$ cat config.mk
export PLATFORM = sky130hd
export DESIGN_NAME = sram_arbiter_flat
export DESIGN_NICKNAME = d
export VERILOG_FILES = /design/src/rtl/sram_arbiter_if.sv /design/src/rtl/sram_arbiter.sv /design/src/flat_wrapper.sv
export SDC_FILE = /design/constraint.sdc
export NUM_CORES = 1
export LEC_CHECK = 0
export BUFFER_PORTS_ARGS = -buffer_cell sky130_fd_sc_hd__buf_2
export CAP_MARGIN = 40
export CORE_MARGIN = 2
export CORE_UTILIZATION = 40
export CTS_CLUSTER_SIZE = 20
export DETAILED_ROUTE_END_ITERATION = 16
export PLACE_DENSITY = 0.71
export SLEW_MARGIN = 20
export SYNTH_ARGS = -nofsm -noshare
export SYNTH_HDL_FRONTEND = slang
export SYNTH_SLANG_ARGS = --single-unit
$ cat constraint.sdc
create_clock -name clk200 -period 4.4 [get_ports clk200]
set_input_delay 0.66 -clock clk200 [delete_from_list [all_inputs] [get_ports clk200]]
set_output_delay 0.66 -clock clk200 [all_outputs]
set_load 0.02 [all_outputs]
$ cat src/rtl/sram_arbiter_if.sv
// Bus bundle between sram_arbiter and its environment: the CPU and SPI
// request/ack toggle ports and the external async SRAM pins.
// slave  : arbiter view (drives acks, read data and SRAM strobes)
// master : environment view (requesters plus the SRAM pad registers)
interface sram_arbiter_if;
    logic        spi_req;
    logic        spi_ack;
    logic        spi_read_sram;
    logic [19:0] spi_address_sram;
    logic        spi_ub;
    logic [7:0]  spi_out_sram_in;
    logic [15:0] spi_in_sram_out;

    logic        cpu_req;
    logic        cpu_ack;
    logic        cpu_read;
    logic [19:0] cpu_address;
    logic        cpu_ub;
    logic        cpu_lb;
    logic [15:0] cpu_data_in;
    logic [15:0] cpu_data_out;

    logic [19:0] sram_a;
    logic [15:0] sram_d_out;
    logic        sram_d_oe;
    logic [15:0] sram_d_in;
    logic        sram_oe_n;
    logic        sram_we_n;
    logic        sram_ub_n;
    logic        sram_lb_n;

    modport slave (
        input  spi_req, spi_read_sram, spi_address_sram, spi_ub, spi_out_sram_in,
        input  cpu_req, cpu_read, cpu_address, cpu_ub, cpu_lb, cpu_data_in,
        input  sram_d_in,
        output spi_ack, spi_in_sram_out, cpu_ack, cpu_data_out,
        output sram_a, sram_d_out, sram_d_oe, sram_oe_n, sram_we_n, sram_ub_n, sram_lb_n
    );

    modport master (
        output spi_req, spi_read_sram, spi_address_sram, spi_ub, spi_out_sram_in,
        output cpu_req, cpu_read, cpu_address, cpu_ub, cpu_lb, cpu_data_in,
        output sram_d_in,
        input  spi_ack, spi_in_sram_out, cpu_ack, cpu_data_out,
        input  sram_a, sram_d_out, sram_d_oe, sram_oe_n, sram_we_n, sram_ub_n, sram_lb_n
    );
endinterface

$ cat src/rtl/sram_arbiter.sv
// sram_arbiter: owns the external 16-bit async SRAM on clk200 and serves the
// CPU port (fixed priority, hard real-time) and the SPI port, one SRAM cycle at
// a time: IDLE -> ACCESS (ACCESS_CYCLES clocks) -> FINISH -> IDLE.
// Requests/acks are toggles: a port is pending while req != ack.
// Optional feature macro: SRAM_ARB_STARVE_GUARD_EN -- when defined, SPI is
// forced through after STARVE_LIMIT consecutive CPU grants made while SPI was
// pending; when undefined the CPU has pure fixed priority.
module sram_arbiter #(
    parameter int unsigned ACCESS_CYCLES = 3
`ifdef SRAM_ARB_STARVE_GUARD_EN
    ,
    parameter int unsigned STARVE_LIMIT  = 4
`endif
) (
    input  logic          clk200,
    input  logic          reset,
    sram_arbiter_if.slave bus
);

    typedef enum logic [1:0] {
        S_IDLE   = 2'd0,
        S_ACCESS = 2'd1,
        S_FINISH = 2'd2
    } state_t;

    localparam logic [3:0] LAST_CNT = 4'(ACCESS_CYCLES - 1);

    state_t      state_q, state_d;
    logic [3:0]  cnt_q, cnt_d;
    logic        owner_spi_q, owner_spi_d;
    logic        read_q, read_d;
    logic        spi_ack_q, spi_ack_d;
    logic        cpu_ack_q, cpu_ack_d;
    logic [15:0] spi_rdata_q, spi_rdata_d;
    logic [15:0] cpu_rdata_q, cpu_rdata_d;
    logic [19:0] addr_q, addr_d;
    logic [15:0] d_out_q, d_out_d;
    logic        d_oe_q, d_oe_d;
    logic        oe_n_q, oe_n_d;
    logic        we_n_q, we_n_d;
    logic        ub_n_q, ub_n_d;
    logic        lb_n_q, lb_n_d;

    logic        cpu_pend_s;
    logic        spi_pend_s;
    logic        force_spi_s;

`ifdef SRAM_ARB_STARVE_GUARD_EN
    localparam int unsigned STARVE_W = $clog2(STARVE_LIMIT + 1);
    logic [STARVE_W-1:0] starve_q, starve_d;
`endif

    // Pending detection from the toggle pairs and the optional SPI override
    always_comb begin
        cpu_pend_s = bus.cpu_req ^ cpu_ack_q;
        spi_pend_s = bus.spi_req ^ spi_ack_q;
`ifdef SRAM_ARB_STARVE_GUARD_EN
        force_spi_s = spi_pend_s && (starve_q >= STARVE_W'(STARVE_LIMIT));
`else
        force_spi_s = 1'b0;
`endif
    end

    // Next-state and next-output computation for the access sequencer
    always_comb begin
        state_d     = state_q;
        cnt_d       = cnt_q;
        owner_spi_d = owner_spi_q;
        read_d      = read_q;
        spi_ack_d   = spi_ack_q;
        cpu_ack_d   = cpu_ack_q;
        spi_rdata_d = spi_rdata_q;
        cpu_rdata_d = cpu_rdata_q;
        addr_d      = addr_q;
        d_out_d     = d_out_q;
        d_oe_d      = d_oe_q;
        oe_n_d      = oe_n_q;
        we_n_d      = we_n_q;
        ub_n_d      = ub_n_q;
        lb_n_d      = lb_n_q;
`ifdef SRAM_ARB_STARVE_GUARD_EN
        starve_d    = starve_q;
`endif
        case (state_q)
            S_IDLE: begin
                if (cpu_pend_s && !force_spi_s) begin
                    state_d     = S_ACCESS;
                    cnt_d       = 4'd0;
                    owner_spi_d = 1'b0;
                    read_d      = bus.cpu_read;
                    addr_d      = bus.cpu_address;
                    if (!bus.cpu_read) begin
                        d_out_d = bus.cpu_data_in;
                    end else begin
                        d_out_d = d_out_q;
                    end
                    d_oe_d = ~bus.cpu_read;
                    oe_n_d = ~bus.cpu_read;
                    we_n_d = bus.cpu_read;
                    ub_n_d = ~bus.cpu_ub;
                    lb_n_d = ~bus.cpu_lb;
`ifdef SRAM_ARB_STARVE_GUARD_EN
                    // Count only grants that made a pending SPI wait
                    if (spi_pend_s) begin
                        starve_d = starve_q + STARVE_W'(1);
                    end else begin
                        starve_d = {STARVE_W{1'b0}};
                    end
`endif
                end else if (spi_pend_s) begin
                    state_d     = S_ACCESS;
                    cnt_d       = 4'd0;
                    owner_spi_d = 1'b1;
                    read_d      = bus.spi_read_sram;
                    addr_d      = bus.spi_address_sram;
                    if (!bus.spi_read_sram) begin
                        d_out_d = {bus.spi_out_sram_in, bus.spi_out_sram_in};
                    end else begin
                        d_out_d = d_out_q;
                    end
                    d_oe_d = ~bus.spi_read_sram;
                    oe_n_d = ~bus.spi_read_sram;
                    we_n_d = bus.spi_read_sram;
                    ub_n_d = ~bus.spi_ub;
                    lb_n_d = bus.spi_ub;
`ifdef SRAM_ARB_STARVE_GUARD_EN
                    starve_d = {STARVE_W{1'b0}};
`endif
                end else begin
                    state_d = S_IDLE;
                end
            end
            S_ACCESS: begin
                if (cnt_q == LAST_CNT) begin
                    state_d = S_FINISH;
                    cnt_d   = 4'd0;
                    oe_n_d  = 1'b1;
                    we_n_d  = 1'b1;
                    ub_n_d  = 1'b1;
                    lb_n_d  = 1'b1;
                    // Pad-registered read word is stable by the last access clock
                    if (read_q && owner_spi_q) begin
                        spi_rdata_d = bus.sram_d_in;
                    end else if (read_q) begin
                        cpu_rdata_d = bus.sram_d_in;
                    end else begin
                        spi_rdata_d = spi_rdata_q;
                    end
                end else begin
                    cnt_d = cnt_q + 4'd1;
                end
            end
            S_FINISH: begin
                // Write data was held through this cycle; release the bus now
                state_d = S_IDLE;
                d_oe_d  = 1'b0;
                if (owner_spi_q) begin
                    spi_ack_d = ~spi_ack_q;
                end else begin
                    cpu_ack_d = ~cpu_ack_q;
                end
            end
            default: begin
                state_d = S_IDLE;
                cnt_d   = 4'd0;
                d_oe_d  = 1'b0;
                oe_n_d  = 1'b1;
                we_n_d  = 1'b1;
                ub_n_d  = 1'b1;
                lb_n_d  = 1'b1;
            end
        endcase
    end

    // State and output registers; reset aborts any cycle in flight
    always_ff @(posedge clk200) begin
        if (reset) begin
            state_q     <= S_IDLE;
            cnt_q       <= 4'd0;
            owner_spi_q <= 1'b0;
            read_q      <= 1'b0;
            spi_ack_q   <= 1'b0;
            cpu_ack_q   <= 1'b0;
            spi_rdata_q <= 16'h0000;
            cpu_rdata_q <= 16'h0000;
            addr_q      <= 20'h00000;
            d_out_q     <= 16'h0000;
            d_oe_q      <= 1'b0;
            oe_n_q      <= 1'b1;
            we_n_q      <= 1'b1;
            ub_n_q      <= 1'b1;
            lb_n_q      <= 1'b1;
`ifdef SRAM_ARB_STARVE_GUARD_EN
            starve_q    <= {STARVE_W{1'b0}};
`endif
        end else begin
            state_q     <= state_d;
            cnt_q       <= cnt_d;
            owner_spi_q <= owner_spi_d;
            read_q      <= read_d;
            spi_ack_q   <= spi_ack_d;
            cpu_ack_q   <= cpu_ack_d;
            spi_rdata_q <= spi_rdata_d;
            cpu_rdata_q <= cpu_rdata_d;
            addr_q      <= addr_d;
            d_out_q     <= d_out_d;
            d_oe_q      <= d_oe_d;
            oe_n_q      <= oe_n_d;
            we_n_q      <= we_n_d;
            ub_n_q      <= ub_n_d;
            lb_n_q      <= lb_n_d;
`ifdef SRAM_ARB_STARVE_GUARD_EN
            starve_q    <= starve_d;
`endif
        end
    end

    assign bus.spi_ack         = spi_ack_q;
    assign bus.cpu_ack         = cpu_ack_q;
    assign bus.spi_in_sram_out = spi_rdata_q;
    assign bus.cpu_data_out    = cpu_rdata_q;
    assign bus.sram_a          = addr_q;
    assign bus.sram_d_out      = d_out_q;
    assign bus.sram_d_oe       = d_oe_q;
    assign bus.sram_oe_n       = oe_n_q;
    assign bus.sram_we_n       = we_n_q;
    assign bus.sram_ub_n       = ub_n_q;
    assign bus.sram_lb_n       = lb_n_q;

endmodule

$ cat src/flat_wrapper.sv
// flat-port wrapper written by rule: the top's interface ports become plain ports
module sram_arbiter_flat 
#(
    parameter int unsigned ACCESS_CYCLES = 3

)
  (clk200, reset, bus_spi_req, bus_spi_read_sram, bus_spi_address_sram, bus_spi_ub, bus_spi_out_sram_in, bus_cpu_req, bus_cpu_read, bus_cpu_address, bus_cpu_ub, bus_cpu_lb, bus_cpu_data_in, bus_sram_d_in, bus_spi_ack, bus_spi_in_sram_out, bus_cpu_ack, bus_cpu_data_out, bus_sram_a, bus_sram_d_out, bus_sram_d_oe, bus_sram_oe_n, bus_sram_we_n, bus_sram_ub_n, bus_sram_lb_n);
  sram_arbiter_if bus_i ();
  input  logic clk200;
  input  logic reset;
  input wire logic [$bits(bus_i.spi_req)-1:0] bus_spi_req;
  input wire logic [$bits(bus_i.spi_read_sram)-1:0] bus_spi_read_sram;
  input wire logic [$bits(bus_i.spi_address_sram)-1:0] bus_spi_address_sram;
  input wire logic [$bits(bus_i.spi_ub)-1:0] bus_spi_ub;
  input wire logic [$bits(bus_i.spi_out_sram_in)-1:0] bus_spi_out_sram_in;
  input wire logic [$bits(bus_i.cpu_req)-1:0] bus_cpu_req;
  input wire logic [$bits(bus_i.cpu_read)-1:0] bus_cpu_read;
  input wire logic [$bits(bus_i.cpu_address)-1:0] bus_cpu_address;
  input wire logic [$bits(bus_i.cpu_ub)-1:0] bus_cpu_ub;
  input wire logic [$bits(bus_i.cpu_lb)-1:0] bus_cpu_lb;
  input wire logic [$bits(bus_i.cpu_data_in)-1:0] bus_cpu_data_in;
  input wire logic [$bits(bus_i.sram_d_in)-1:0] bus_sram_d_in;
  output wire logic [$bits(bus_i.spi_ack)-1:0] bus_spi_ack;
  output wire logic [$bits(bus_i.spi_in_sram_out)-1:0] bus_spi_in_sram_out;
  output wire logic [$bits(bus_i.cpu_ack)-1:0] bus_cpu_ack;
  output wire logic [$bits(bus_i.cpu_data_out)-1:0] bus_cpu_data_out;
  output wire logic [$bits(bus_i.sram_a)-1:0] bus_sram_a;
  output wire logic [$bits(bus_i.sram_d_out)-1:0] bus_sram_d_out;
  output wire logic [$bits(bus_i.sram_d_oe)-1:0] bus_sram_d_oe;
  output wire logic [$bits(bus_i.sram_oe_n)-1:0] bus_sram_oe_n;
  output wire logic [$bits(bus_i.sram_we_n)-1:0] bus_sram_we_n;
  output wire logic [$bits(bus_i.sram_ub_n)-1:0] bus_sram_ub_n;
  output wire logic [$bits(bus_i.sram_lb_n)-1:0] bus_sram_lb_n;
  assign bus_i.spi_req = bus_spi_req;
  assign bus_i.spi_read_sram = bus_spi_read_sram;
  assign bus_i.spi_address_sram = bus_spi_address_sram;
  assign bus_i.spi_ub = bus_spi_ub;
  assign bus_i.spi_out_sram_in = bus_spi_out_sram_in;
  assign bus_i.cpu_req = bus_cpu_req;
  assign bus_i.cpu_read = bus_cpu_read;
  assign bus_i.cpu_address = bus_cpu_address;
  assign bus_i.cpu_ub = bus_cpu_ub;
  assign bus_i.cpu_lb = bus_cpu_lb;
  assign bus_i.cpu_data_in = bus_cpu_data_in;
  assign bus_i.sram_d_in = bus_sram_d_in;
  assign bus_spi_ack = bus_i.spi_ack;
  assign bus_spi_in_sram_out = bus_i.spi_in_sram_out;
  assign bus_cpu_ack = bus_i.cpu_ack;
  assign bus_cpu_data_out = bus_i.cpu_data_out;
  assign bus_sram_a = bus_i.sram_a;
  assign bus_sram_d_out = bus_i.sram_d_out;
  assign bus_sram_d_oe = bus_i.sram_d_oe;
  assign bus_sram_oe_n = bus_i.sram_oe_n;
  assign bus_sram_we_n = bus_i.sram_we_n;
  assign bus_sram_ub_n = bus_i.sram_ub_n;
  assign bus_sram_lb_n = bus_i.sram_lb_n;
  sram_arbiter #(.ACCESS_CYCLES(ACCESS_CYCLES)) u_core (.clk200(clk200), .reset(reset), .bus(bus_i));
endmodule
; ---- Word-level counts from Yosys, hierarchy flattened
; Index checks and enable logic that the tools add are counted.
[totals]
ramBits = 0
out_inout_bits = 75
word_cells = 78
rom_bits = 0
in_bits = 89
n_memories = 0
register_bits = 83
latch_bits = 0
[classes]
multipliers = 0
muxes = 30
n_eq_ne = 7
shift = 0
div = 0
n_reduce_logical = 12
n_lt_le_gt_ge = 0
bitwise_logic = 13
addsub = 1
[op_table]
columns = cell, count
row1 = 16-bit 2-to-1 mux, 4
row2 = 20-bit 2-to-1 mux, 2
row3 = 1-bit 2-to-1 mux, 12
row4 = 4-bit 2-to-1 mux, 3
row5 = 1-bit case mux with 3 select lines, 4
row6 = 4-bit case mux with 3 select lines, 1
row7 = 1-bit inverter, 11
row8 = 2-bit AND reduction, 5
row9 = 4-bit AND reduction, 2
row10 = 3-bit AND reduction, 2
row11 = "4-bit by 1-bit adder with 4-bit output, second input constant", 1
row12 = "4-bit by 2-bit == test with 1-bit output, second input constant", 1
row13 = 2-bit 2-to-1 mux, 2
row14 = "2-bit by 1-bit inequality test with 1-bit output, second input constant", 2
row15 = 2-bit case mux with 2 select lines, 1
row16 = "3-bit by 1-bit inequality test with 1-bit output, second input constant", 1
row17 = "2-bit by 1-bit == test with 1-bit output, second input constant", 1
row18 = "2-bit == test, second input constant", 1
row19 = 2-bit logical NOT, 1
row20 = "2-bit inequality test, second input constant", 1
row21 = 1-bit case mux with 2 select lines, 1
row22 = 2-bit nonzero test, 1
row23 = 1-bit bitwise XOR, 2
row24 = 1-bit logical AND, 1

; ---- Depth between registers and ports, before layout
; Gate-level depths: netlist of run 1.
[depth]
depth_word = 4
depth_mapped = 8
mapped_depth_nobuf = 6

; ---- Worst setup path after synthesis of run 1
; OpenSTA, ideal clock, no wires.
[synth_timing]
path_type = input to register
startpoint = input port bus_spi_req
endpoint = register u_core.d_out_q[2], in the netlist u_core.bus.sram_d_out[2]
required_ps = 4260
stages = 6
n_path_buf = 2
t_arrival_ps = 1690
slack_ps = 2570
setup_ps = 140
cell_sequence = xnor2_1 > a211oi_2 > and2_1 > buf_2 > buf_4 > a211oi_2
[synth_between]
elab_chain_len = 3
[synth_rtl]
columns = item, line_no
row1 = from (decl), flat_wrapper.sv:11  ; input wire logic [$bits(bus_i.spi_req)-1:0] bus_spi_req;
row2 = 1-bit bitwise XOR, sram_arbiter.sv:56  ; spi_pend_s = bus.spi_req ^ spi_ack_q;
row3 = 2-bit nonzero test (no line), -
row4 = 4-bit AND reduction (no line), -
row5 = to (signal assigned), sram_arbiter.sv:206  ; d_out_q <= d_out_d;
row6 = to (decl), sram_arbiter.sv:37  ; logic [15:0] d_out_q, d_out_d;
; No other way between the ends.
; A chain may end at the register's enable or synchronous reset.

; ---- Worst setup path in the final report of run 1
[layout_timing]
startpoint = register u_core.cpu_ack_q, in the netlist u_core.bus.cpu_ack
endpoint = register u_core.d_out_q[1], in the netlist u_core.bus.sram_d_out[1]
[layout_between]
elab_chain_len = 3
elab_cells_between_ends = 6
classes_between = eq/ne (2) / mux (1) / bitwise (1) / reduce/logical (2)
[layout_rtl]
columns = item, line_no
row1 = from (decl), sram_arbiter.sv:33  ; logic cpu_ack_q, cpu_ack_d;
row2 = from (signal assigned), sram_arbiter.sv:202  ; cpu_ack_q <= cpu_ack_d;
row3 = 1-bit bitwise XOR (*), sram_arbiter.sv:55  ; cpu_pend_s = bus.cpu_req ^ cpu_ack_q;
row4 = "2-bit inequality test (no line), or another cell as far along", -
row5 = 4-bit AND reduction (no line), -
; Mark *: on every way between the ends. The rest lies on a longest branch, timed or not.

==> results.sh, run 1 <==
export IMPL_clock_sinks=83
export IMPL_final_nets=637
export IMPL_critPathTopFamily="simple AND/OR/NAND/NOR gates"
export IMPL_drc_errors=0
export IMPL_fp_row_count=33
export IMPL_synth_cells=398
export IMPL_synth_area_top_cells="dfxtp_1 48%, nand2_1 8.4%, a21oi_1 7.7%, mux2i_1 6.4%, a311oi_1 5.3%"
export IMPL_p_leak_nw=2.17
export IMPL_async_reset_ff_frac=0
export IMPL_postCtsSetupRepairBufs=0
export IMPL_netlist_area_mm2=0.00345
export IMPL_period_share=0.596
export IMPL_synth_edf_count=0
export IMPL_cts_max_path_buffers=2
export IMPL_ys_top_cells_by_count="83 x dfxtp_1, 77 x nand2_1, 53 x a21oi_1"
export IMPL_wl_per_cell_um=14.1
export IMPL_crit_chain="xor2_4, buf_4, mux2i_2, buf_4, and2_1, a211oi_1"
export IMPL_path_max_fanout=39
export IMPL_cts_buffers=9
export IMPL_min_path_type="register to register"
export IMPL_required_ns=4.60
export IMPL_tns_ns=0
export IMPL_n_antenna_cell=0
export IMPL_fp_coreArea_mm2=0.00830
export IMPL_max_stage_delay_ns=0.69
export IMPL_first_global_vias=3220
export IMPL_status="complete, no violations"
export IMPL_syn_nets=489
export IMPL_antenna_found_initial=0
export IMPL_crit_type="register to register"
export IMPL_power_switching_uw=511
export IMPL_dr_pass1_iters=4
export IMPL_post_drt_via_cell_ratio=5.12
export IMPL_synth_ff_type="dfxtp_1"
export IMPL_setup_viol=0
export IMPL_fin_crit_ns=2.62
export IMPL_start_util=0.415
export IMPL_ys_seq_elements=83
export IMPL_ctsHoldBuffers=0
export IMPL_design_die_area_mm2=0.00938
export IMPL_port_buffers=163
export IMPL_drtIter0Drc=98
export IMPL_vias=3356
export IMPL_clkTransAtPathRegs_ns=0.10
export IMPL_seqPwrFrac=0.485
export IMPL_grt_pass1_wl_mm=15.4
export IMPL_r2r_slack_ns=1.78
export IMPL_yosysMostFrequentCell="dfxtp_1"
export IMPL_die_w_um=96.9
export IMPL_maxSlewHeadroom=0.463
export IMPL_yosysSeqAreaShare=0.482
export IMPL_dp_hpwl_mm=6.53
export IMPL_globalplace_congestion=0.802
export IMPL_cpMaxStageDelayCell="and2_1"
export IMPL_rsz0062_at_grt="false"
export IMPL_path_common_cell="buf_4"
export IMPL_drt_total_wl_mm=9.27
export IMPL_area_growth_syn_to_layout_pct=31.9
export IMPL_clkPwrFrac=0.336
export IMPL_yosys_warnings=0
export IMPL_yosysUniqueCellTypes=36
export IMPL_internal_power_mw=1.19
export IMPL_fp_dieH_um=96.9
export IMPL_final_util=0.548
export IMPL_worstMarginPinSlew_ns=0.805
export IMPL_ir_drop_uv=164
export IMPL_cts_resized=0
export IMPL_netlist_area_leader_share=0.482
export IMPL_fmax_mhz=381
export IMPL_p_per_area_mw_per_mm2=374
export IMPL_maxCapViolations=0
export IMPL_grtUsageTotal=0.197
export IMPL_drive_gt1_frac=0.365
export IMPL_htreeDepth=3
export IMPL_p_comb_frac=0.179
export IMPL_syn_avg_cell_area_um2=8.66
export IMPL_fin_skew_ns=0.0140
export IMPL_tritoncts="done"
export IMPL_num_io_pins=164
export IMPL_critical_path_startpoint_type="register"
export IMPL_grt_max_degree=60
export IMPL_ctsRootBufferMaster="clkbuf_8"
export IMPL_yosysTopAreaCell="dfxtp_1"
export IMPL_cp_end_kind="register"
export IMPL_arrival_ns=2.82
export IMPL_p_sw_frac=0.301
export IMPL_design_power_total_mw=1.70
export IMPL_cp_num_buf_inv=2
export IMPL_grt_ovfl_total=0
export IMPL_hold_viol_final=0
export IMPL_clk_latency_ns=0.35
export IMPL_final_antenna_net_count=0
export IMPL_finalMaxSlewViolations=0
==> final timing paths <==
| check | to | start | cells past startpoint |
|---|---|---|---|
| max | u_core.bus.sram_d_out[1] | u_core.bus.cpu_ack | 6 |
| min | u_core.bus.spi_in_sram_out[5] | u_core.bus.spi_in_sram_out[5] | 2 |
| max reg2reg | u_core.bus.sram_d_out[1] | u_core.bus.cpu_ack | 6 |
| min reg2reg | u_core.bus.spi_in_sram_out[5] | u_core.bus.spi_in_sram_out[5] | 2 |
==> power by group through the flow <==
stage	sequential, mW	clock [mW]	combinational, mW
6_report	0.824	0.571	0.304
5_1_grt	0.830	0.626	0.334
4_1_cts	0.824	0.588	0.306
3_5_place_dp	0.841	0	0.304
3_3_place_gp	0.840	0	0.298
2_1_floorplan	0.886	0	0.145
==> sequential cells by signal, indices dropped and copies added, names as in the netlist, 2 cells and up <==
| name | cells |
|---|---|
| u_core.bus.sram_d_out | 16 |
| u_core.state_q | 2 |
| u_core.bus.spi_in_sram_out | 16 |
| u_core.cnt_q | 4 |
| u_core.bus.cpu_data_out | 16 |
| u_core.bus.sram_a | 20 |
==> logic make-up after synthesis <==
family | Yosys count | share of synthesized area
compound gates | 97 | 0.195
buf+inv | 34 | 0.0446
flops | 83 | 0.482
mux | 22 | 0.0639
fa+ha+maj | 2 | 0.00726
simple gates | 155 | 0.193
xor+xnor | 5 | 0.0149
==> area by class of cell <==
class | count | area (µm²)
Clock buffer | 9 | 124
Clock inverter | 7 | 83.8
Fill cell | 798 | 3750
Inverter | 1 | 3.75
Multi-Input combinational cell | 281 | 1660
Sequential cell | 83 | 1660
Tap cell | 105 | 131
Timing Repair Buffer | 170 | 881
==> stage by stage <==
step	setup slack, ns	instance area, µm²	std cells	hold slack, ns
6_report	1.78	4550	656	0.454
5_1_grt	1.60	4550	656	0.487
4_1_cts	1.79	4550	656	0.458
3_5_place_dp	1.55	4340	640	0.444
3_3_place_gp	1.58	4320	639	0.440
2_1_floorplan	2.57	3450	398	0.472
==> per-layer routing <==
layer | part of all wire | GRT usage | up-vias
li1 | - | - | 1677
met1 | 0.44 | 0.255 | 1550
met2 | 0.48 | 0.320 | 119
met3 | 0.063 | 0.0462 | 10
met4 | 0.011 | 0.0726 | 0
met5 | 0 | 0 | -
==> worst reg2reg max path, cell delays in order, from the launching register on <==
cell      delay, ns
dfxtp_1        0.54
xor2_4         0.16
buf_4          0.38
mux2i_2        0.28
buf_4          0.26
and2_1         0.69
a211oi_1       0.17
==> layout by cell type (no fill, tap or decap), drive strengths merged, types with 9 or more instances in the layout <==
cell	netlist	layout
buf	18	170
dfxtp	83	83
nand2	77	77
a21oi	53	53
nor2	49	49
mux2i	22	22
a311oi	21	21
a211oi	18	18
and2	9	9
clkbuf	15	9
(Power assumes the default switching activity.)
==> run 2, diff against run 1 <==
--- a/config.mk
+++ b/config.mk
@@ -5,13 +5,14 @@
 export SDC_FILE = /design/constraint.sdc
 export NUM_CORES = 1
 export LEC_CHECK = 0
+export ABC_AREA = 1
 export BUFFER_PORTS_ARGS = -buffer_cell sky130_fd_sc_hd__buf_2
 export CAP_MARGIN = 40
 export CORE_MARGIN = 2
 export CORE_UTILIZATION = 40
 export CTS_CLUSTER_SIZE = 20
 export DETAILED_ROUTE_END_ITERATION = 16
-export PLACE_DENSITY = 0.71
+export PLACE_DENSITY = 0.69
 export SLEW_MARGIN = 20
 export SYNTH_ARGS = -nofsm -noshare
 export SYNTH_HDL_FRONTEND = slang
==> constraint.sdc (replaced) <==
create_clock -name clk200 -period 2.7 [get_ports clk200]
set_input_delay 0.405 -clock clk200 [delete_from_list [all_inputs] [get_ports clk200]]
set_output_delay 0.405 -clock clk200 [all_outputs]
set_load 0.02 [all_outputs]
==> run 2 against run 1 <==
Effect of this change:
- routed wire length is 7.5% higher
- critical path depth is 2 higher
- cell area grew 6.9%
- non-clock buffer count down 3
- clock power rose by 63%
- clock-buffer cell count grew 1
- register-to-register slack lost 0.93 ns
- core utilization decreased by 2.2 points
- final cell count increased by 27%
- critical endpoint is now u_core.bus.sram_d_out[9]
- largest power group unchanged
==> results.sh, run 2 <==
export IMPL_min_path_type="primary input to register"
export IMPL_cts_buffers=9
export IMPL_arrival_ns=2.13
export IMPL_holdWs_ns=0.323
export IMPL_syn_nets=642
export IMPL_dp_cells=819
export IMPL_grt_pass1_wl_mm=15.8
export IMPL_final_antenna_net_count=0
export IMPL_die_w_um=102
export IMPL_required_ns=2.98
export IMPL_htreeDepth=3
export IMPL_grt_max_degree=51
export IMPL_async_reset_ff_frac=0
export IMPL_r2r_start="u_core.bus.cpu_ack"
export IMPL_fin_skew_ns=0.0118
export IMPL_cts_resized=0
export IMPL_mostFrequentLayoutCells="163 x buf_2, 142 x nand2_1, 83 x dfxtp_1"
export IMPL_cpMaxStageDelayCell="dfxtp_1"
export IMPL_netlist_area_mm2=0.00381
export IMPL_tritoncts="done"
export IMPL_grtUsageTotal=0.191
export IMPL_syn_avg_cell_area_um2=6.91
export IMPL_rsz0062_at_grt="false"
export IMPL_fin_crit_ns=1.85
export IMPL_cts_max_path_buffers=2
export IMPL_tns_ns=0
export IMPL_n_fill_cell=939
export IMPL_synth_area_top_cells="dfxtp_1 44%, nand2_1 14%, nand3_1 8.5%, nor2_1 7.2%, a21oi_1 5.4%"
export IMPL_period_share=0.685
export IMPL_ys_seq_elements=83
export IMPL_dp_hpwl_mm=7.39
export IMPL_yosysMostFrequentCell="nand2_1"
export IMPL_yosys_warnings=0
export IMPL_finalMaxSlewViolations=0
export IMPL_drc_errors=0
export IMPL_fp_dieH_um=102
export IMPL_r2r_end="u_core.bus.sram_d_out[9]"
export IMPL_p_per_area_mw_per_mm2=577
export IMPL_yosysUniqueCellTypes=27
export IMPL_crit_chain="inv_2, nand2_4, nand2_4, nand2_1, nand2_4, nor2_8, nor2_1, nor2_2"
export IMPL_ctsRootBufferMaster="clkbuf_8"
export IMPL_first_global_vias=3527
export IMPL_r2r_slack_ns=0.85
export IMPL_netlist_area_leader_share=0.437
export IMPL_post_drt_via_cell_ratio=4.66
export IMPL_hold_viol_final=0
export IMPL_startpoint="u_core.bus.cpu_ack"
export IMPL_fmax_mhz=540
export IMPL_n_antenna_cell=0
export IMPL_ctsHoldBuffers=0
export IMPL_maxCapViolations=0
export IMPL_postCtsSetupRepairBufs=0
export IMPL_setup_viol=0
export IMPL_dr_pass1_iters=6
export IMPL_synth_cells=551
export IMPL_maxSlewHeadroom=0.699
export IMPL_ys_top_cells_by_count="142 x nand2_1, 83 x dfxtp_1, 73 x nor2_1"
export IMPL_hold_end="u_core.bus.spi_in_sram_out[2]"
export IMPL_worstMarginPinSlew_ns=0.452
export IMPL_critical_path_startpoint_type="register"
export IMPL_p_leak_nw=2.51
export IMPL_clkTransAtPathRegs_ns=0.10
export IMPL_reg2regPathDepth=8
export IMPL_cp_end_kind="register"
export IMPL_synth_ff_type="dfxtp_1"
export IMPL_layout_commonest_cell="buf_2"
export IMPL_start_util=0.412
export IMPL_globalplace_congestion=0.877
export IMPL_area_growth_syn_to_layout_pct=27.7
export IMPL_antenna_found_initial=0
export IMPL_min_delay_start="bus_sram_d_in[2]"
export IMPL_max_stage_delay_ns=0.47
export IMPL_fp_row_count=35
export IMPL_fin_cells=835
export IMPL_grt_ovfl_total=0
export IMPL_clk_latency_ns=0.35
export IMPL_fp_coreArea_mm2=0.00924
export IMPL_path_max_fanout=28
export IMPL_ir_drop_uv=258
export IMPL_port_buffers=163
export IMPL_seq_area_mm2=0.00166
export IMPL_path_common_cell="nand2_4"
export IMPL_crit_type="register to register"
export IMPL_wl_per_cell_um=11.9
export IMPL_drt_total_wl_mm=9.97
export IMPL_design_die_area_mm2=0.0103
export IMPL_final_nets=792
export IMPL_clock_sinks=83
export IMPL_drive_gt1_frac=0.297
export IMPL_status="complete, no violations"
export IMPL_vias=3894
export IMPL_drtIter0Drc=110
export IMPL_worstHoldPathCells=3
export IMPL_multi_input_area_mm2=0.00180
export IMPL_yosysTopAreaCell="dfxtp_1"
export IMPL_yosysSeqAreaShare=0.437
export IMPL_synth_edf_count=0
export IMPL_largest_register_ffs=20
export IMPL_num_io_pins=164
[run 2: cell types whose count changed in the layout (fill, tap and decap cells not counted), moves of 8 or more]
cell      change
a211oi_2      -9
inv_1        +44
a21oi_1      -12
a311oi_1     -21
mux2i_1      -21
o21ai_0      +40
nand3_1      +64
a211oi_1      -8
nand2_1      +65
nor2_1       +24
and2_1        -9
[run 2: worst max-delay path, delay by kind of cell (launching register included)]
family        cells  cell delay [ns]
simple gates      7             1.19
flops             1             0.47
buf+inv           1             0.12
[run 2: through the flow]
step / setup slack [ns] / area [µm²] / total power, mW / utilization
floorplan: 1.25 / 3810 / 1.72 / -
global placement: 0.837 / 4650 / 1.89 / 0.504
detailed placement: 0.779 / 4650 / 1.90 / 0.504
CTS: 0.837 / 4860 / 2.84 / 0.526
global route: 0.636 / 4860 / 2.96 / 0.526
finish: 0.850 / 4860 / 2.81 / 0.526
[run 2: kinds of logic (layout without fill, tap and decap cells)]
family | Yosys count | count (layout) | synth area share
buf+inv | 76 | 231 | 0.0894
flops | 83 | 83 | 0.437
simple gates | 305 | 305 | 0.352
xor+xnor | 1 | 1 | 0.00230
fa+ha+maj | 2 | 2 | 0.00657
compound gates | 84 | 84 | 0.113
[run 2: worst max-delay path by stage]
| stage | to |
|---|---|
| final | u_core.bus.sram_d_out[9] |
| after global routing | u_core.bus.sram_d_out[10] |
| after CTS | u_core.bus.sram_d_out[9] |
| after global placement | u_core.bus.sram_d_out[8] |
| after floorplan | u_core.bus.sram_d_out[10] |
| after detailed placement | u_core.bus.sram_d_out[7] |
[run 2: metal layers]
layer  track usage  part of all wire
met5             0                 0
met4        0.0541             0.010
met3        0.0552             0.075
met2         0.311              0.46
met1         0.246              0.45
[run 2: layout make-up]
| cell class | count | area share |
|---|---|---|
| Sequential cell | 83 | 0.342 |
| Clock buffer | 10 | 0.0283 |
| Inverter | 48 | 0.0371 |
| Clock inverter | 6 | 0.0147 |
| Timing Repair Buffer | 167 | 0.174 |
| Multi-Input combinational cell | 392 | 0.371 |
| Tap cell | 129 | 0.0332 |
[run 2: report_power, final]
part | internal [mW] | leakage (nW) | switching, mW | total, mW
Combinational | 0.191 | 1.73 | 0.344 | 0.535
Sequential | 1.30 | 0.679 | 0.0425 | 1.34
Clock | 0.463 | 0.0999 | 0.468 | 0.931
Total | 1.95 | 2.51 | 0.855 | 2.81
==> run 3, diff against run 2 <==
--- a/config.mk
+++ b/config.mk
@@ -12,7 +12,7 @@
 export CORE_UTILIZATION = 40
 export CTS_CLUSTER_SIZE = 20
 export DETAILED_ROUTE_END_ITERATION = 16
-export PLACE_DENSITY = 0.69
+export PLACE_DENSITY = 0.72
 export SLEW_MARGIN = 20
 export SYNTH_ARGS = -nofsm -noshare
 export SYNTH_HDL_FRONTEND = slang
==> constraint.sdc (replaced) <==
create_clock -name clk200 -period 1.6 [get_ports clk200]
set_input_delay 0.24 -clock clk200 [delete_from_list [all_inputs] [get_ports clk200]]
set_output_delay 0.24 -clock clk200 [all_outputs]
set_load 0.02 [all_outputs]
==> run 3 against run 2 <==
Effect of this change:
- fmax up 28%
- largest power group unchanged
- non-clock buffer count up 9
- register-to-register slack worse by 0.70 ns
- sequential cell count unchanged
- sequential power up 69%
- clock skew down 0.0022 ns
- die area unchanged
==> results.sh, run 3 (synthesis gave the netlist of run 2 again) <==
export IMPL_final_antenna_net_count=0
export IMPL_area_growth_syn_to_layout_pct=31.2
export IMPL_post_drt_via_cell_ratio=4.73
export IMPL_crit_type="register to register"
export IMPL_mostFrequentLayoutCells="163 x buf_2, 142 x nand2_1, 81 x dfxtp_1"
export IMPL_period_share=0.904
export IMPL_p_leak_nw=2.58
export IMPL_p_per_area_mw_per_mm2=984
export IMPL_fin_area_mm2=0.00499
export IMPL_min_path_type="primary input to register"
export IMPL_pre_cts_ws_ns=0.124
export IMPL_die_w_um=102
export IMPL_critical_path_startpoint_type="register"
export IMPL_path_max_fanout=25
export IMPL_finalMaxSlewViolations=0
export IMPL_p_sw_frac=0.295
export IMPL_grtUsageTotal=0.193
export IMPL_fp_dieH_um=102
export IMPL_ir_drop_uv=459
export IMPL_clkPwrFrac=0.349
export IMPL_wl_per_cell_um=12.1
export IMPL_routed_top_layer="met4"
export IMPL_worst_slack_ns=0.154
export IMPL_worstMarginPinSlew_ns=0.331
export IMPL_arrival_ns=1.74
export IMPL_startpoint="u_core.bus.cpu_ack"
export IMPL_cts_max_path_buffers=2
export IMPL_endpoint="u_core.bus.sram_d_out[0]"
export IMPL_maxSlewHeadroom=0.779
export IMPL_antenna_found_initial=0
export IMPL_clkTransAtPathRegs_ns=0.09
export IMPL_wl_met1_mm=4.38
export IMPL_final_nets=803
export IMPL_r2r_end="u_core.bus.sram_d_out[0]"
export IMPL_grt_pass1_wl_mm=16.1
export IMPL_cts_buffers=9
export IMPL_hold_viol_final=0
export IMPL_start_util=0.412
export IMPL_grt_max_degree=37
export IMPL_fin_skew_ns=0.00957
export IMPL_drc_errors=0
export IMPL_drive_gt1_frac=0.310
export IMPL_r2r_slack_ns=0.15
export IMPL_fmax_mhz=692
export IMPL_port_buffers=163
export IMPL_num_io_pins=164
export IMPL_cp_end_kind="register"
export IMPL_route_met2_wl_mm=4.82
export IMPL_vias=4003
export IMPL_ctsHoldBuffers=0
export IMPL_dp_hpwl_mm=7.68
export IMPL_power_switching_mw=1.45
export IMPL_clock_sinks=83
export IMPL_largest_register_ffs=20
export IMPL_first_global_vias=3727
export IMPL_rsz0062_at_grt="false"
export IMPL_grt_ovfl_total=0
export IMPL_dr_pass1_iters=5
export IMPL_clk_latency_ns=0.35
export IMPL_htreeDepth=3
export IMPL_tns_ns=0
export IMPL_drtIter0Drc=130
export IMPL_globalplace_congestion=0.850
export IMPL_design_die_area_mm2=0.0103
export IMPL_fp_coreArea_mm2=0.00924
export IMPL_p_comb_frac=0.192
export IMPL_fp_row_count=35
export IMPL_tritoncts="done"
export IMPL_worstHoldPathCells=3
export IMPL_ctsRootBufferMaster="clkbuf_8"
export IMPL_r2r_start="u_core.bus.cpu_ack"
export IMPL_layout_commonest_cell="buf_2"
export IMPL_drt_total_wl_mm=10.2
export IMPL_maxCapViolations=0
export IMPL_internal_power_mw=3.46
export IMPL_place_area_mm2=0.00473
export IMPL_n_antenna_cell=0
export IMPL_reg2regPathDepth=8
export IMPL_seqPwrFrac=0.459
export IMPL_setup_viol=0
export IMPL_fin_crit_ns=1.45
export IMPL_required_ns=1.89
export IMPL_status="complete, no violations"
export IMPL_wl_met3_um=821
## run 3: stage by stage
| step | cells | total power, mW | hold slack [ns] | util |
|---|---|---|---|---|
| after floorplan | 551 | 2.91 | 0.309 | - |
| after global placement | 828 | 3.21 | 0.428 | 0.512 |
| after detailed placement | 828 | 3.23 | 0.432 | 0.512 |
| after CTS | 844 | 4.94 | 0.158 | 0.537 |
| after global routing | 846 | 5.16 | 0.173 | 0.540 |
| final | 846 | 4.92 | 0.170 | 0.540 |
## run 3: layout make-up
cell class,instances,area (µm²)
fillers,925,4250
multi-input cells,394,1840
flip-flops and latches,83,1660
repair buffers,176,926
inverters,48,180
well taps,129,161
clock buffers,11,141
clock inverters,5,85.1
## run 3: repair_timing
| action | CTS | global route |
|---|---|---|
| gates resized for setup | 0 | 3 |
| endpoints found under the setup margin | 0 | 38 |
| buffers inserted | 0 | 0 |
## run 3: worst max-delay path, cell delays in order (launching register included)
cell and delay [ns]:
dfxtp_2 0.39, inv_2 0.08, nand2_4 0.07, nand2_4 0.08
nand2_1 0.17, nand2_8 0.17, nor2_4 0.26, nor2_1 0.07
nor2_1 0.10
## run 3: power by group through the flow
stage	Clock [mW]	Combinational, mW	Sequential [mW]
floorplan	0	0.473	2.44
global placement	0	0.906	2.30
detailed placement	0	0.924	2.30
CTS	1.76	0.926	2.26
global route	1.83	1.06	2.27
finish	1.71	0.943	2.26
## run 3: how the worst min path moves through the flow
stage	from	endpoint	slack (ns)
after floorplan	reset	u_core.bus.spi_in_sram_out[12]	0.31
after global placement	u_core.bus.cpu_data_out[1]	u_core.bus.cpu_data_out[1]	0.43
after detailed placement	u_core.bus.cpu_data_out[13]	u_core.bus.cpu_data_out[13]	0.43
after CTS	bus_sram_d_in[7]	u_core.bus.spi_in_sram_out[7]	0.16
after global routing	bus_sram_d_in[13]	u_core.bus.spi_in_sram_out[13]	0.17
final	bus_sram_d_in[7]	u_core.bus.spi_in_sram_out[7]	0.17
## run 3: layer usage
layer,GRT usage,up-vias
met4,0.0811,0
li1,-,2073
met5,0,-
met2,0.337,142
met3,0.0497,17
met1,0.224,1771
